==> src/rtl/muldiv_seq.sv <==
// Multi-cycle signed multiply/divide sequencer: shift-add multiply and restoring divide
// on unsigned magnitudes, with sign correction applied in a final fix-up cycle.
module muldiv_seq #(
  parameter int unsigned WIDTH = 16
) (
  input  logic             clk,
  input  logic             rst_n,
  input  logic             start_mul,
  input  logic             start_div,
  input  logic [WIDTH-1:0] acc_in,
  input  logic [WIDTH-1:0] br_in,
  output logic             busy,
  output logic             done,
  output logic [WIDTH-1:0] acc_out,
  output logic [WIDTH-1:0] mr_out,
  output logic             ovf,
  output logic             dz
);

  localparam int unsigned CntW = $clog2(WIDTH);
  localparam logic [CntW-1:0] LastCnt = CntW'(WIDTH - 1);

  typedef enum logic [2:0] {StIdle, StPrep, StRun, StFix, StDone} state_e;

  state_e             r_state, w_state_next;
  logic [CntW-1:0]    r_cnt;
  logic               r_is_mul, r_sa, r_sb;
  logic [WIDTH-1:0]   r_a, r_b;
  logic [2*WIDTH-1:0] r_prod;
  logic [WIDTH:0]     r_rem;
  logic [WIDTH-1:0]   r_acc_out, r_mr_out;
  logic               r_ovf, r_dz;

  logic [WIDTH:0]     w_mul_sum, w_div_shift, w_div_diff;
  logic               w_div_ge, w_neg;
  logic [2*WIDTH-1:0] w_prod_fix;
  logic [WIDTH-1:0]   w_quo_fix, w_rem_fix;

  // r_a holds the multiplicand, or the dividend that the quotient shifts into from the LSB.
  assign w_mul_sum   = {1'b0, r_prod[2*WIDTH-1:WIDTH]} + (r_b[0] ? {1'b0, r_a} : '0);
  assign w_div_shift = {r_rem[WIDTH-1:0], r_a[WIDTH-1]};
  assign w_div_ge    = (w_div_shift >= {1'b0, r_b});
  assign w_div_diff  = w_div_shift - {1'b0, r_b};
  assign w_neg       = r_sa ^ r_sb;
  assign w_prod_fix  = w_neg ? -r_prod : r_prod;
  assign w_quo_fix   = w_neg ? -r_a : r_a;
  assign w_rem_fix   = r_sa ? -r_rem[WIDTH-1:0] : r_rem[WIDTH-1:0];

  always_ff @(posedge clk or negedge rst_n) begin
    if (!rst_n) r_state <= StIdle;
    else        r_state <= w_state_next;
  end

  always_comb begin
    w_state_next = r_state;
    unique case (r_state)
      StIdle: begin
        if (start_mul)      w_state_next = StPrep;
        else if (start_div) w_state_next = (br_in == '0) ? StDone : StPrep;
      end
      StPrep:  w_state_next = StRun;
      StRun:   if (r_cnt == LastCnt) w_state_next = StFix;
      StFix:   w_state_next = StDone;
      StDone:  w_state_next = StIdle;
      default: w_state_next = StIdle;
    endcase
  end

  always_comb begin
    busy = (r_state == StPrep) || (r_state == StRun) || (r_state == StFix);
    done = (r_state == StDone);
  end

  always_ff @(posedge clk or negedge rst_n) begin
    if (!rst_n) begin
      r_cnt     <= '0;
      r_is_mul  <= 1'b0;
      r_sa      <= 1'b0;
      r_sb      <= 1'b0;
      r_a       <= '0;
      r_b       <= '0;
      r_prod    <= '0;
      r_rem     <= '0;
      r_acc_out <= '0;
      r_mr_out  <= '0;
      r_ovf     <= 1'b0;
      r_dz      <= 1'b0;
    end else begin
      unique case (r_state)
        StIdle: begin
          if (start_mul || start_div) begin
            r_a      <= acc_in;
            r_b      <= br_in;
            r_is_mul <= start_mul;
            if (!start_mul && (br_in == '0)) begin
              r_acc_out <= acc_in;
              r_mr_out  <= '0;
              r_ovf     <= 1'b0;
              r_dz      <= 1'b1;
            end
          end
        end
        StPrep: begin
          r_sa   <= r_a[WIDTH-1];
          r_sb   <= r_b[WIDTH-1];
          r_a    <= r_a[WIDTH-1] ? -r_a : r_a;
          r_b    <= r_b[WIDTH-1] ? -r_b : r_b;
          r_cnt  <= '0;
          r_prod <= '0;
          r_rem  <= '0;
        end
        StRun: begin
          r_cnt <= (r_cnt == LastCnt) ? '0 : r_cnt + 1'b1;
          if (r_is_mul) begin
            r_prod <= {w_mul_sum, r_prod[WIDTH-1:1]};
            r_b    <= r_b >> 1;
          end else begin
            r_rem <= w_div_ge ? w_div_diff : w_div_shift;
            r_a   <= {r_a[WIDTH-2:0], w_div_ge};
          end
        end
        StFix: begin
          r_dz <= 1'b0;
          if (r_is_mul) begin
            r_acc_out <= w_prod_fix[WIDTH-1:0];
            r_mr_out  <= w_prod_fix[2*WIDTH-1:WIDTH];
            r_ovf     <= (w_prod_fix[2*WIDTH-1:WIDTH] != {WIDTH{w_prod_fix[WIDTH-1]}});
          end else begin
            r_acc_out <= w_quo_fix;
            r_mr_out  <= w_rem_fix;
            // A positive quotient of magnitude 2^(WIDTH-1) only arises from MIN / -1.
            r_ovf     <= !w_neg && r_a[WIDTH-1];
          end
        end
        default: ;
      endcase
    end
  end

  assign acc_out = r_acc_out;
  assign mr_out  = r_mr_out;
  assign ovf     = r_ovf;
  assign dz      = r_dz;

endmodule

==> config.mk <==
export PLATFORM = sky130hd
export DESIGN_NAME = muldiv_seq
export DESIGN_NICKNAME = d
export VERILOG_FILES = /design/src/rtl/muldiv_seq.sv
export SDC_FILE = /design/constraint.sdc
export NUM_CORES = 1
export LEC_CHECK = 0
export CAP_MARGIN = 20
export CORE_MARGIN = 4
export CORE_UTILIZATION = 45
export CTS_CLUSTER_DIAMETER = 60
export CTS_CLUSTER_SIZE = 10
export DETAILED_ROUTE_END_ITERATION = 16
export HOLD_SLACK_MARGIN = 0.12
export PLACE_DENSITY_LB_ADDON = 0.12
export SLEW_MARGIN = 20
export SYNTH_ARGS = -nofsm -noshare
export SYNTH_HDL_FRONTEND = slang
export SYNTH_SLANG_ARGS = --single-unit
==> constraint.sdc <==
create_clock -name clk -period 3.44 [get_ports clk]
set_clock_uncertainty 0.1 [all_clocks]
set_input_delay 0.86 -clock clk [delete_from_list [all_inputs] [get_ports clk]]
set_output_delay 0.86 -clock clk [all_outputs]
set_load 0.005 [all_outputs]
==> results of run 1 <==
-- cells in the final DEF (no fill, tap or decap), types with 30 or more instances in the layout --
master	netlist	final
o21ai_0	143	141
xor2_1	31	30
nand2_1	119	119
ha_1	39	39
a21oi_1	60	59
clkdlybuf4s50_1	0	70
dfrtp_1	124	123
inv_1	44	44
nor2_1	114	113
nor3_1	39	39
buf_4	0	42
xnor2_1	53	52
nand3_1	36	36
-- report_power, final --
group | total, uW | internal [uW] | switching (uW)
registers | 2870 | 2030 | 838
clock network | 1810 | 1140 | 676
logic | 7780 | 3290 | 4490
-- logic make-up after synthesis --
logic type      after synthesis  synth area share (%)
fa+ha+maj                    41                  5.80
compound gates              340                  23.3
mux                          23                  2.66
buf+inv                     114                  4.72
xor+xnor                     84                  8.07
simple gates                408                  21.4
flops                       124                  34.1
-- critical path, delay by kind of cell (launching register included) --
family | cells | cell delay, ns
simple gates | 4 | 1.62
compound gates | 3 | 0.43
flops | 1 | 0.39
xor+xnor | 1 | 0.13
fa+ha+maj | 1 | 0.25
buf+inv | 1 | 0.19
-- state kept, by name, indices dropped and copies added (netlist names) --
register  count
r_is_mul      1
r_sb          1
r_state       3
r_prod       32
r_a          16
r_rem        16
r_cnt         4
mr_out       16
ovf           1
acc_out      16
dz            1
r_sa          1
r_b          16
-- stage by stage --
step / instances / hold WS, ns / area (um^2) / power, uW
finish: 1476 / 0.316 / 10900 / 12500
global route: 1476 / 0.355 / 10900 / 13600
CTS: 1475 / 0.340 / 10800 / 12400
detailed placement: 1444 / 0.362 / 10300 / 10600
global placement: 1444 / 0.363 / 10300 / 10500
floorplan: 1134 / 0.371 / 9110 / 8150
-- routing by layer --
layer | vias up | GRT usage (%) | wire length, um
met5 | - | 0 | 0
met3 | 36 | 3.85 | 1470
met1 | 4205 | 34.3 | 12300
met2 | 260 | 41.6 | 13500
met4 | 0 | 7.59 | 624
li1 | 4241 | - | -
-- cell type report --
cell class              instances  share of cell area, %
repair buffers                115                   9.78
flip-flops and latches        124                   28.6
inverters                      45                   1.56
well taps                     265                   3.05
clock inverters                 6                  0.783
clock buffers                  25                   4.56
multi-input cells             896                   51.7
-- path summary, 6_finish.rpt --
kind | to | slack, ns | depth (start not counted)
max in group asynchronous | mr_out[9] | 2.22 | 2
hold / removal | acc_out[7] | 0.32 | 1
hold reg to reg | mr_out[9] | 0.38 | 2
setup / recovery | r_b[14] | 0.22 | 10
min in group clk | mr_out[9] | 0.38 | 2
setup reg to reg | r_b[14] | 0.22 | 10
==> run_results.csv, run 1 <==
group,metric,value,unit
outcome,status,"complete, no violations",
floorplan,dieArea,22600,um^2
sta,setup_viol,0,
synthesis,synth_common_cells,"o21ai_0, dfrtp_1, nand2_1",
power_and_ir_drop,power.density_cell_area,1150,nW/um^2
worst_setup_path,slowest_delay,0.56,ns
sta,rsz0062_at_grt,"no",
synthesis,yosys.cell_count.top_type,"o21ai_0",
floorplan,fp.coreArea,19700,um^2
drt,wire_per_inst,18.9,um
worst_setup_path,critPathLaunchType,"flop",
drt,drt-total-wl,28000,um
synthesis,synth_seq_area_share,34.1,%
clocking,clock_latency,0.42,ns
sta,slew_violations,0,
sta,final.period_utilization,93.6,%
clocking,cts_resized,0,
worst_setup_path,crit_type,"flop to flop",
cells_and_area,nNetsFinal,1276,
clocking,cts_sinks,124,
drt,ant_nets,0,
drt,vias_per_cell,5.92,
synthesis,netlist_instances,1134,
floorplan,num_rows,51,
place,pre_cts_slack,0.0848,ns
worst_setup_path,cp.required,3.64,ns
drt,via_count,8742,
cells_and_area,multi_input_area,5610,um^2
synthesis,synthArstFlopShare,100,%
worst_setup_path,slowest_stage,"or3b_2",
cells_and_area,seqCellArea,3100,um^2
drt,drt-pass1-iter-count,6,
drt,drc,0,
synthesis,syn_nets,1211,
floorplan,io_pins,72,
synthesis,ys_warn_count,0,
worst_setup_path,r2r_start,"r_b[1]",
global_routing,grt_antenna_before_repair,0,
worst_setup_path,cp-end-kind,"flop",
synthesis,synth-edff-count,0,
clocking,cts_setup_buffers,0,
synthesis,synthFlopType,"dfrtp_1",
synthesis,ys_types,64,
global_routing,grt_pass1_vias,8233,
cells_and_area,area_growth,19.2,%
synthesis,avgSynthCellArea,8.03,um^2
place,dp_hpwl,20300,um
clocking,htree_levels,4,
cells_and_area,drive_gt1_share,7.84,%
synthesis,ys_top_cells_by_area,"dfrtp_1, o21ai_0, ha_1",
worst_setup_path,crit_start,"r_b[1]",
global_routing,grt_max_degree,62,
synthesis,syn_area,9110,um^2
place,io_buffers,71,
clocking,numCtsBuffers,17,
global_routing,gr-usage-all-layers,25.2,%
run,max_cap_viol_count,0,
worst_setup_path,arrival,3.42,ns
sta,fin_setup_tns,0,ns
clocking,cts_root_buf,"clkbuf_16",
floorplan,die_x,150,um
sta,max_freq,311,MHz
clocking,cts_tree,"built",
floorplan,die_height,150,um
synthesis,ys_ff_latch,124,
sta,worst_pin_slew,0.812,ns
worst_hold_path,hold_class,"primary input to asynchronous set/reset pin",
cells_and_area,finish.utilization,55.1,%
clocking,clock_path_buffers,2,
sta,finalHoldViolCount,0,
sta,setup_ws,0.221,ns
global_routing,grt_pass1_wl,45100,um
clocking,holdBufCountCts,0,
worst_setup_path,path_cells,"inv_1 -> ha_1 -> or3b_2 -> or4_1 -> or3_1 -> nor3_1 -> xnor2_1 -> o21ai_0 -> a221oi_1 -> a21oi_1",
power_and_ir_drop,peakVddDrop,0.000606,V
clocking,clk_pin_slew,0.06,ns
floorplan,initial_core_util,46.2,%
worst_setup_path,crit_fanout,7,
synthesis,synth_largest_area_cell,"dfrtp_1",
sta,min_period,3.22,ns
cells_and_area,diodes,0,
place,place.gp.congestion,0.916,
power_and_ir_drop,p_leak,0.00469,uW
sta,relSlewSlack,45.7,%
synthesis,netlist.area_leader.share,34.1,%
global_routing,overflow,0,
drt,drtIter0Drc,714,
cells_and_area,num-fill-cells,1857,
(Power assumes the default switching activity.)
==> run 2: changes to the inputs <==
CORE_MARGIN = 10   (was 4)
SLEW_MARGIN = unset   (was 20)
==> run 2 against run 1 <==
Critical endpoint unchanged. Highest routed layer unchanged. Non-clock buffer count up 1. Combinational power increased by 1%. Largest power group unchanged. Global-route usage decreased by 3.5 points. Critical path type unchanged. Cell count up 0.14%.
==> run_results.csv, run 2 (same netlist as run 1, synthesis figures left out) <==
group,metric,value,unit
global_routing,grt_pass1_vias,8422,
floorplan,die_height,162,um
global_routing,use_met1,28.4,%
sta,fin_setup_tns,0,ns
floorplan,num_rows,51,
place,io_buffers,71,
worst_setup_path,slowest_stage,"or3b_2",
drt,via_count,8796,
cells_and_area,num-fill-cells,1831,
floorplan,io_pins,72,
sta,setup_viol,0,
sta,slew_violations,0,
cells_and_area,final_cell_mix,"o21ai_0, dfrtp_1, nand2_1",
drt,wire_per_inst,19.1,um
worst_setup_path,reg2reg_slack,0.27,ns
clocking,numCtsBuffers,17,
clocking,htree_levels,4,
cells_and_area,max_flop_register,"r_prod",
clocking,clock_latency,0.43,ns
worst_setup_path,critPathLaunchType,"flop",
sta,max_freq,315,MHz
place,pre_cts_slack,0.0286,ns
worst_setup_path,cp-end-kind,"flop",
global_routing,grt_max_degree,49,
run,max_cap_viol_count,0,
clocking,cts_sinks,124,
worst_setup_path,path_cells,"inv_1 -> ha_1 -> or3b_2 -> or4_1 -> or3_1 -> nor3_1 -> xnor2_1 -> o21ai_0 -> a221oi_1 -> a21oi_1",
sta,relSlewSlack,29.6,%
sta,final.period_utilization,92.2,%
floorplan,fp.coreArea,19700,um^2
sta,rsz0062_at_grt,"no",
clocking,cts_root_buf,"clkbuf_16",
power_and_ir_drop,power.density_cell_area,1150,nW/um^2
cells_and_area,nNetsFinal,1277,
outcome,status,"complete, no violations",
cells_and_area,final_common_cell,"o21ai_0",
cells_and_area,diodes,0,
global_routing,grt_util_met2,35.8,%
place,dp_hpwl,20800,um
global_routing,grt_antenna_before_repair,0,
drt,drt-total-wl,28300,um
floorplan,initial_core_util,46.2,%
clocking,clock_path_buffers,2,
cells_and_area,largest_reg_flops,32,
global_routing,grt_pass1_wl,46200,um
clocking,clk_pin_slew,0.06,ns
global_routing,gr-usage-all-layers,21.7,%
cells_and_area,drive_gt1_share,7.91,%
worst_setup_path,crit_fanout,7,
worst_hold_path,hold_class,"primary input to asynchronous set/reset pin",
worst_setup_path,crit_type,"flop to flop",
clocking,cts_setup_buffers,0,
worst_setup_path,arrival,3.38,ns
sta,setup_ws,0.270,ns
cells_and_area,area_growth,19.1,%
cells_and_area,seqCellArea,3100,um^2
place,place.gp.congestion,0.881,
drt,drc,0,
global_routing,overflow,0,
worst_setup_path,slowest_delay,0.54,ns
global_routing,top_usage_layer,"met2",
power_and_ir_drop,peakVddDrop,0.000580,V
drt,ant_nets,0,
floorplan,die_x,162,um
floorplan,dieArea,26300,um^2
cells_and_area,multi_input_area,5610,um^2
global_routing,grt_use_met3,4.37,%
drt,vias_per_cell,5.95,
sta,worst_pin_slew,1.05,ns
clocking,cts_tree,"built",
power_and_ir_drop,p_leak,0.00468,uW
sta,min_period,3.17,ns
drt,drt-pass1-iter-count,7,
sta,finalHoldViolCount,0,
worst_setup_path,cp.required,3.65,ns
drt,drtIter0Drc,835,
-- run 2: changes by cell type in the layout (fill, tap and decap cells not counted), sizes merged --
cell / change
buf: +1
clkinvlp: +1
-- run 2: layout make-up --
type	instances	share of cell area [%]
Multi-Input combinational cell	896	51.7
Sequential cell	124	28.6
Timing Repair Buffer	116	9.94
Clock buffer	25	4.29
Tap cell	265	3.05
Inverter	45	1.59
Clock inverter	7	0.830
-- run 2: stage by stage --
| stage | std cells | hold WS [ns] | cell area, um^2 | total power, uW | util [%] |
|---|---|---|---|---|---|
| 2_1_floorplan | 1134 | 0.371 | 9110 | 8150 | - |
| 3_3_place_gp | 1445 | 0.367 | 10300 | 10600 | 52.1 |
| 3_5_place_dp | 1445 | 0.378 | 10300 | 10600 | 52.1 |
| 4_1_cts | 1477 | 0.357 | 10800 | 12500 | 54.9 |
| 5_1_grt | 1478 | 0.369 | 10900 | 13600 | 55.1 |
| 6_report | 1478 | 0.334 | 10900 | 12500 | 55.1 |
-- run 2: repair_timing --
| action | in CTS | in global routing |
|---|---|---|
| endpoints found under the setup margin | 0 | 1 |
| hold buffers | 0 | 0 |
| gates resized for setup | 0 | 2 |
-- run 2: worst paths after layout --
| check | from | endpoint | cells after the start |
|---|---|---|---|
| max in group asynchronous | rst_n | r_prod[18] | 2 |
| worst max-delay path | r_b[1] | r_b[14] | 10 |
| worst min register to register | mr_out[7] | mr_out[7] | 2 |
| worst min-delay path | rst_n | r_a[7] | 1 |
| min in group clk | mr_out[7] | mr_out[7] | 2 |
| worst max register to register | r_b[1] | r_b[14] | 10 |
-- run 2: metal layers --
layer  routed length, um  share of wire (%)  vias up
met5                   0                  0        -
met4                 416                1.5        0
met3                1740                6.1       35
met2               13900                 49      282
met1               12300                 43     4230
li1                    -                  -     4249
-- run 2: worst max-delay path, delay by kind of cell, from the launching register on --
| kind | cells | cell delay [ns] |
|---|---|---|
| adders and majority gates | 1 | 0.23 |
| AOI/OAI and AO/OA | 3 | 0.41 |
| xor gates and xnor gates | 1 | 0.14 |
| DFF | 1 | 0.39 |
| buffers and inverters | 1 | 0.18 |
| and+or+nand+nor | 4 | 1.60 |
-- run 2: power by group --
group          switching, uW  leakage (uW)  internal (uW)
Clock                    676      0.000265           1080
Combinational           4540       0.00280           3350
Sequential               832       0.00162           2030
Total                   6050       0.00468           6460
